### src/rtl/bru_issue_sched.sv
// In-order issue scheduler in front of the BRU.
// Dispatched branch/jump uops are held in a small circular FIFO. Each entry
// watches the PRF wakeup buses for its two source tags. Only the head entry
// may issue. A redirect from the BRU empties the whole queue.

package bru_defs_pkg;
    localparam int PHYS_W  = 6;
    localparam int ROB_W   = 5;
    localparam int EPOCH_W = 2;

    typedef struct packed {
        logic [EPOCH_W-1:0] epoch;
        logic [ROB_W-1:0]   rob_idx;
        logic [PHYS_W-1:0]  prd_new;
        logic [3:0]         bundle;
    } rs_uop_t;
endpackage

module bru_issue_sched
    import bru_defs_pkg::*;
#(
    parameter int DEPTH    = 4,
    parameter int WK_PORTS = 3
) (
    input  logic                         clk,
    input  logic                         rst,

    input  logic                         enq_valid,
    output logic                         enq_ready,
    input  rs_uop_t                      enq_uop,
    input  logic [PHYS_W-1:0]            enq_prs1,
    input  logic [PHYS_W-1:0]            enq_prs2,
    input  logic                         enq_rdy1,
    input  logic                         enq_rdy2,

    input  logic [WK_PORTS-1:0]          wk_valid,
    input  logic [WK_PORTS*PHYS_W-1:0]   wk_tag,

    output logic                         iss_valid,
    input  logic                         iss_ready,
    output rs_uop_t                      iss_uop,
    output logic [PHYS_W-1:0]            iss_prs1,
    output logic [PHYS_W-1:0]            iss_prs2,

    input  logic                         flush,
    output logic [$clog2(DEPTH):0]       count
);

    localparam int PTR_W = $clog2(DEPTH);
    localparam int CNT_W = PTR_W + 1;

    // Entry storage. The payload is never reset; only the ready bits and the
    // pointers/occupancy carry meaning out of reset.
    rs_uop_t            uop_q  [DEPTH];
    logic [PHYS_W-1:0]  prs1_q [DEPTH];
    logic [PHYS_W-1:0]  prs2_q [DEPTH];
    logic [DEPTH-1:0]   rdy1_q;
    logic [DEPTH-1:0]   rdy2_q;

    logic [PTR_W-1:0]   head;
    logic [PTR_W-1:0]   tail;
    logic [CNT_W-1:0]   count_q;
    logic [CNT_W-1:0]   count_next;

    logic               full;
    logic               enq_fire;
    logic               iss_fire;

    logic [DEPTH-1:0]   ent_valid;
    logic [DEPTH-1:0]   hit1;
    logic [DEPTH-1:0]   hit2;
    logic               enq_hit1;
    logic               enq_hit2;

    // True when any asserted wakeup port broadcasts the given tag.
    function automatic logic wk_hit(input logic [PHYS_W-1:0] tag);
        logic hit;
        hit = 1'b0;
        for (int p = 0; p < WK_PORTS; p++) begin
            if (wk_valid[p] && (wk_tag[p*PHYS_W +: PHYS_W] == tag)) begin
                hit = 1'b1;
            end
        end
        return hit;
    endfunction

    // Full and empty are told apart by the separate occupancy counter, so
    // enq_ready needs no pointer comparison and never looks ahead at issue.
    assign full      = (count_q == CNT_W'(DEPTH));
    assign enq_ready = !full;
    assign enq_fire  = enq_valid && enq_ready && !flush;

    // Issue looks only at registered ready bits, so a wakeup or an enqueue in
    // one cycle can make the head issuable no earlier than the next.
    assign iss_valid = (count_q != '0) && rdy1_q[head] && rdy2_q[head] && !flush;
    assign iss_fire  = iss_valid && iss_ready;

    assign iss_uop   = uop_q[head];
    assign iss_prs1  = prs1_q[head];
    assign iss_prs2  = prs2_q[head];
    assign count     = count_q;

    // Mark which slots currently hold live uops: those within count of head.
    always_comb begin
        logic [PTR_W-1:0] offs;
        offs      = '0;
        ent_valid = '0;
        for (int i = 0; i < DEPTH; i++) begin
            offs         = PTR_W'(i) - head;
            ent_valid[i] = ({1'b0, offs} < count_q);
        end
    end

    // Wakeup tag matching for every stored entry and for the uop being enqueued.
    always_comb begin
        hit1     = '0;
        hit2     = '0;
        enq_hit1 = wk_hit(enq_prs1);
        enq_hit2 = wk_hit(enq_prs2);
        for (int i = 0; i < DEPTH; i++) begin
            hit1[i] = wk_hit(prs1_q[i]);
            hit2[i] = wk_hit(prs2_q[i]);
        end
    end

    // Occupancy update: simultaneous enqueue and issue leave it unchanged.
    always_comb begin
        count_next = count_q;
        case ({enq_fire, iss_fire})
            2'b10:   count_next = count_q + CNT_W'(1);
            2'b01:   count_next = count_q - CNT_W'(1);
            default: count_next = count_q;
        endcase
    end

    // Pointer and occupancy registers; a redirect empties the queue outright.
    always_ff @(posedge clk or posedge rst) begin
        if (rst) begin
            head    <= '0;
            tail    <= '0;
            count_q <= '0;
        end else if (flush) begin
            head    <= '0;
            tail    <= '0;
            count_q <= '0;
        end else begin
            if (enq_fire) begin
                tail <= tail + PTR_W'(1);
            end
            if (iss_fire) begin
                head <= head + PTR_W'(1);
            end
            count_q <= count_next;
        end
    end

    // Ready bits: a new entry captures dispatch readiness plus any wakeup seen
    // in the same cycle; a live entry latches wakeups until it leaves.
    always_ff @(posedge clk or posedge rst) begin
        if (rst) begin
            rdy1_q <= '0;
            rdy2_q <= '0;
        end else begin
            for (int i = 0; i < DEPTH; i++) begin
                if (enq_fire && (tail == PTR_W'(i))) begin
                    rdy1_q[i] <= enq_rdy1 || enq_hit1;
                    rdy2_q[i] <= enq_rdy2 || enq_hit2;
                end else begin
                    if (ent_valid[i] && hit1[i]) begin
                        rdy1_q[i] <= 1'b1;
                    end
                    if (ent_valid[i] && hit2[i]) begin
                        rdy2_q[i] <= 1'b1;
                    end
                end
            end
        end
    end

    // Payload write at the tail slot on an accepted enqueue.
    always_ff @(posedge clk) begin
        if (enq_fire) begin
            uop_q[tail]  <= enq_uop;
            prs1_q[tail] <= enq_prs1;
            prs2_q[tail] <= enq_prs2;
        end
    end

`ifndef SYNTHESIS
    // Simulation guards on queue arithmetic.
    always @(posedge clk) begin
        if (!rst) begin
            assert (!(enq_fire && full));
            assert (!(iss_fire && (count_q == '0)));
            assert (count_q <= CNT_W'(DEPTH));
        end
    end
`endif

endmodule
### config.mk
export PLATFORM = sky130hd
export DESIGN_NAME = bru_issue_sched
export DESIGN_NICKNAME = d
export VERILOG_FILES = /design/src/rtl/bru_issue_sched.sv
export SDC_FILE = /design/constraint.sdc
export NUM_CORES = 1
export LEC_CHECK = 0
export ABC_AREA = 1
export CAP_MARGIN = 20
export CELL_PAD_IN_SITES_DETAIL_PLACEMENT = 0
export CELL_PAD_IN_SITES_GLOBAL_PLACEMENT = 1
export CORE_ASPECT_RATIO = 1.2
export CORE_UTILIZATION = 40
export CTS_CLUSTER_SIZE = 14
export DETAILED_ROUTE_END_ITERATION = 8
export GPL_ROUTABILITY_DRIVEN = 0
export PLACE_DENSITY_LB_ADDON = 0.1
export SETUP_SLACK_MARGIN = 0.05
export SLEW_MARGIN = 25
export SYNTH_ARGS = -nofsm -noshare
export SYNTH_HDL_FRONTEND = slang
export SYNTH_SLANG_ARGS = --single-unit
### constraint.sdc
create_clock -name clk -period 5.37 [get_ports clk]
set_input_delay 1.074 -clock clk [delete_from_list [all_inputs] [get_ports clk]]
set_output_delay 1.074 -clock clk [all_outputs]
set_load 0.03 [all_outputs]
After elaboration in Yosys (flattened, before gate mapping)
Memory sizes are Yosys's and may differ from the RTL's.
Cells that the tools add are included.
{"block": "op_classes", "add_sub_neg": 8, "n_lt_le_gt_ge": 5, "n_eq_ne": 36, "mux": 58, "n_reduce_logical": 65}
{"cell": "$eq 6x6->1", "count": 30}
{"cell": "$mux 1", "count": 50}
{"cell": "$logic_and 1x1->1", "count": 48}
{"cell": "$reduce_bool 2->1", "count": 10}
{"cell": "$lt 2x3->1", "count": 4}
{"cell": "$mux 2", "count": 4}
{"cell": "$eq 2x2->1 const B", "count": 3}
{"cell": "$pmux 3 s2", "count": 1}
{"cell": "$reduce_bool 3->1", "count": 2}
{"cell": "$add 2x1->2 const B", "count": 2}
{"cell": "$bmux 1 s2", "count": 2}
{"cell": "$eq 2x1->1 const B", "count": 2}
{"cell": "$sub 1x2->2 const A", "count": 2}
{"cell": "$sub 2x2->2 const A", "count": 2}
{"cell": "$add 3x1->3 const B", "count": 1}
{"cell": "$eq 3x3->1 const B", "count": 1}
{"cell": "$lt 2x3->1 const B", "count": 1}
{"cell": "$mux 3", "count": 1}
{"cell": "$sub 3x1->3 const B", "count": 1}
{"cell": "$logic_not 1->1", "count": 2}
{"cell": "$logic_not 2->1", "count": 1}
{"cell": "$logic_or 1x1->1", "count": 2}
{"block": "word_totals", "reg_bits": 15, "mem_bits_rw": 116, "in_bits": 57, "out_inout_bits": 34, "wordCells": 186, "n_memories": 3}
{"name": "uop_q", "words": 4, "width": 17, "rd": 1, "rd_clocked_by_memory_dff": 0, "write_ports": 1, "line": "54", "source": "rs_uop_t uop_q [DEPTH];"}
{"name": "prs1_q", "words": 4, "width": 6, "rd": 5, "rd_clocked_by_memory_dff": 0, "write_ports": 1, "line": "55", "source": "logic [PHYS_W-1:0] prs1_q [DEPTH];"}
{"name": "prs2_q", "words": 4, "width": 6, "rd": 5, "rd_clocked_by_memory_dff": 0, "write_ports": 1, "line": "56", "source": "logic [PHYS_W-1:0] prs2_q [DEPTH];"}

Longest topological paths before layout
{"block": "logic_depth", "ltp_word": 9, "depth_mapped": 15, "mapped_depth_nobuf": 14}

Worst setup path after synthesis
No wires, ideal clock.
{"block": "synth_path", "kind": "in2out", "from": "input flush", "to": "output iss_valid", "arrival_ns": 1.946, "t_required_ns": 4.296, "path_slack_ns": 2.350, "path_stages": 4, "path_buffers": 0, "cell_sequence": "inv_1 nand2_1 o21bai_1 nor2_1"}
{"block": "synth_between", "elab_chain_cells": 2}
{"element": "from (decl)", "line": "45", "source": "input logic flush,"}
{"element": "$logic_not 1->1", "line": "95", "source": "assign iss_valid = (count_q != '0) && rdy1_q[head] && rdy2_q[head] && !flush;"}
{"element": "$logic_and 1x1->1", "line": "95"}
{"element": "to (decl)", "line": "39", "source": "output logic iss_valid,"}
No other way between the ends.

Worst setup path after layout
{"block": "layout_path", "from": "register head[1]", "to": "output iss_valid"}
{"block": "layout_between", "elab_chain_cells": 5, "word_cells_on_any_way": 7, "classes_between": "4 x mux; 3 x reduce/logical"}
{"element": "from (decl)", "line": "60", "source": "logic [PTR_W-1:0] head;"}
{"element": "from (signal assigned)", "line": "151", "source": "head <= head + PTR_W'(1);"}
{"element": "$bmux 1 s2", "line": "95"}
{"element": "$mux 1 (implied by the code)", "line": "95"}
{"element": "$logic_and 1x1->1", "line": "95"}
{"element": "$logic_and 1x1->1 (*) (2 in series)", "line": "95"}
Every way passes the cells marked *; elsewhere a longest branch is shown, timed or not. The select of a mux whose other input is x is not followed.

==> results.md <==
- Outcome: finished, final reports clean
- Clock slew at reported path FFs: 0.06 ns
- Non-Filler Instances: roughly 1,300
- Nets: approximately 1,100
- Hold buffers post-CTS: 0
- IO Pins: around 90
- Main combinational cell family by area after synthesis: simple AND/OR/NAND/NOR gates
- Layout cells sized above 1: 0.0646
- Antenna Diode Count: 0
- Vias per std cell: between 5 and 6
- DP Cell Count: 1,297
- Most frequent cells in the layout: nand2_1, edfxtp_1, inv_1
- Critical Path End Type: output port
- Reg2Reg Capture Point: count[2]$_DFFE_PP0P_
- Hold path endpoint: count[2]$_DFFE_PP0P_
- Peak supply drop: approximately 0.30 mV
- Commonest non-fill, non-tap cell in the layout: nand2_1
- Longest Clk Path Bufs: 2
- Fin. max-slew vios: 0
- Worst slew pin tran: about 1.1 ns
- Setup CP Type: register to output port
- Htree depth: 4
- Core Util, Final: 0.493
- DRT iter0 DRCs: roughly 660
- R2R Setup Slk: around 2.4 ns
- TritonCTS clock tree: done
- Synth async-reset ratio: 0.115
- Starting Density: 0.407
- Synth Register Bits: 131
- DIE WIDTH: 131 um
- Library cells used by synthesis: 40
- Routed WL per cell: between 20 and 25 um
- WHS Path Cells: 2
- MaxCap Viol Count: 0
- FILL cells: around 1,900
- Synth Net Count: 1,045
- Post-synth EDFFs: ~120
- GRT Residual Overflow: 0
- Clk Latency, worst-skew pair: roughly 0.43 ns
- Multiplexer share of the synthesized area: 0
- # Post-CTS Setup Buffers: 0
- Crit Path Max Fanout: 24
- # DRC: 0
- Antenna violations before repair: 0
- Setup TNS Final: 0 ns
- Overall Global Routing Usage: 0.293
- Die outline height: ~160 um
- Post-synthesis instance area: 7960 sq um
- Syn. warnings: 0
- CTS Buf Count: 17
- Worst min path class: register to register
- Final Critical Period: around 4.4 ns
- Cell Pwr Density: about 400 nW/um^2
- CTS sink cnt: approximately 130
- Die ar.: about 20,000 sq um
- Post-CTS sizing: 0
- Worst R2R Start: head[0]$_DFFE_PP0P_
- Post-Route WL: between 20 and 30 mm
- Hold Path Origin: count[2]$_DFFE_PP0P_
- Antenna Nets Post-Route: 0
- Root buffer cell: clkbuf_16
- Simple-gate share of the synthesized area: 0.273
- # rows: 56
- Startpoint types: register
- Area Growth Syn to Fin: 21.1%
- F_max: roughly 230 MHz
- Headroom to the max-slew limit: 0.249
- Syn Area/Cell: 8.13 sq um
- Core Footprint: roughly 20,000 sq um
- RSZ-0062 raised after global routing: false
- Detailed placer's ending HPWL: 19.1 mm
- First-pass GRT wire length: 42.8 mm
- Xor/xnor share of the synthesized area: 0.0264
- Power Total: 3.85 mW
- Worst Path Required: ~4.3 ns
- Final setup vio count: 0
- Detailed-route via count: ~7,400
- Period utilization: 0.812
- Port Buffers: 90
- Sequential share of the synthesized area: 0.485
- TritonRoute pass-1 iters: 5
- Leakage: 3.94 nW
- Vias in the first global route: between 7,000 and 8,000
- Cells after synthesis: 979
- Ys flop type: edfxtp_1
- Synth Area in Compound Gates: 0.120
- Adder-cell share of the synthesized area: 0.0151
- Worst EP arrival: approximately 3.3 ns
- Largest net degree at the start of global routing: 34
- Final Hold Viols: 0
- Worst clock skew: 0.0112 ns
- Reg2Reg Depth: 14
==> critical path, stage by stage (launching register included) <==
cell	delay [ns]
dfrtp_1	0.90
nand2_1	0.65
nor2_1	0.23
nor2_1	0.10
nand2_4	0.10
inv_1	0.04
nor2_1	0.14
clkdlybuf4s50_1	0.69
==> cell families (layout without fill, tap and decap cells) <==
logic type / count (synthesis) / count (layout)
buffers and inverters: 161 / 250
flip-flops: 131 / 131
XOR/XNOR: 24 / 24
AO/OA/AOI/OAI: 152 / 152
adder cells (fa/ha/maj): 9 / 9
AND/OR/NAND/NOR: 502 / 502
==> power by group <==
part	switching, mW	internal (mW)	total, mW
Sequential	0.0896	1.21	1.30
Combinational	0.909	0.501	1.41
Clock	0.522	0.621	1.14
==> cell type report <==
| cell class | count | area (sq um) | share of cell area |
|---|---|---|---|
| flip-flops and latches | 131 | 3860 | 0.400 |
| clock buffers | 17 | 425 | 0.0441 |
| multi-input cells | 687 | 3460 | 0.359 |
| clock inverters | 15 | 159 | 0.0165 |
| inverters | 120 | 450 | 0.0467 |
| repair buffers | 98 | 961 | 0.0997 |
| well taps | 261 | 327 | 0.0339 |
==> flip-flops by register name, indices dropped and copies added, names as in the netlist <==
signal  count
count       3
head        2
prs1_q     24
prs2_q     24
rdy1_q      4
rdy2_q      4
tail        2
uop_q      68
==> worst max path at each step <==
stage / slack [ns] / startpoint / cells after the start / endpoint
after floorplan: 2.35 / flush / 4 / iss_valid
after global placement: 1.41 / flush / 6 / iss_valid
after detailed placement: 1.42 / flush / 6 / iss_valid
after CTS: 1.06 / head[1]$_DFFE_PP0P_ / 7 / iss_valid
after global routing: 0.80 / head[1]$_DFFE_PP0P_ / 7 / iss_valid
final: 1.01 / head[1]$_DFFE_PP0P_ / 7 / iss_valid
==> cells in the mapped netlist, types with 2 or more instances <==
cell type / count / area, sq um
xnor2_1: 6 / 52.6
nand3_2: 2 / 20.0
inv_1: 102 / 383
dfrtp_1: 15 / 375
or2_0: 2 / 12.5
o21ai_1: 5 / 25.0
nor3_1: 21 / 105
clkbuf_1: 12 / 45.0
or2_2: 2 / 12.5
nand2_1: 281 / 1050
nand2_2: 4 / 25.0
o22ai_1: 15 / 93.8
ha_1: 8 / 100
o21ai_0: 39 / 195
clkinv_1: 4 / 15.0
a21oi_1: 30 / 150
o221ai_1: 11 / 96.3
nor2_1: 69 / 259
buf_1: 2 / 7.51
buf_2: 25 / 125
a22oi_1: 29 / 218
or2_1: 3 / 18.8
xor2_1: 18 / 158
nand4_1: 18 / 113
edfxtp_1: 116 / 3480
o211ai_1: 20 / 150
inv_2: 14 / 52.6
nand3_1: 94 / 470
==> per-layer routing <==
layer,up-vias,GRT usage,routed length (um)
met3,79,0.0626,2530
met1,3494,0.362,11300
met4,0,0.131,1040
li1,3481,-,-
met2,382,0.489,13900
met5,-,0,0
==> metrics by stage <==
stage	instance area [sq um]	setup slack, ns	hold WS (ns)
6_report	9640	1.01	0.612
5_1_grt	9640	0.798	0.675
4_1_cts	9640	1.06	0.632
3_5_place_dp	9060	1.42	0.613
3_3_place_gp	9060	1.41	0.616
2_1_floorplan	7960	2.35	0.574
Power figures use the tool's default switching activity.
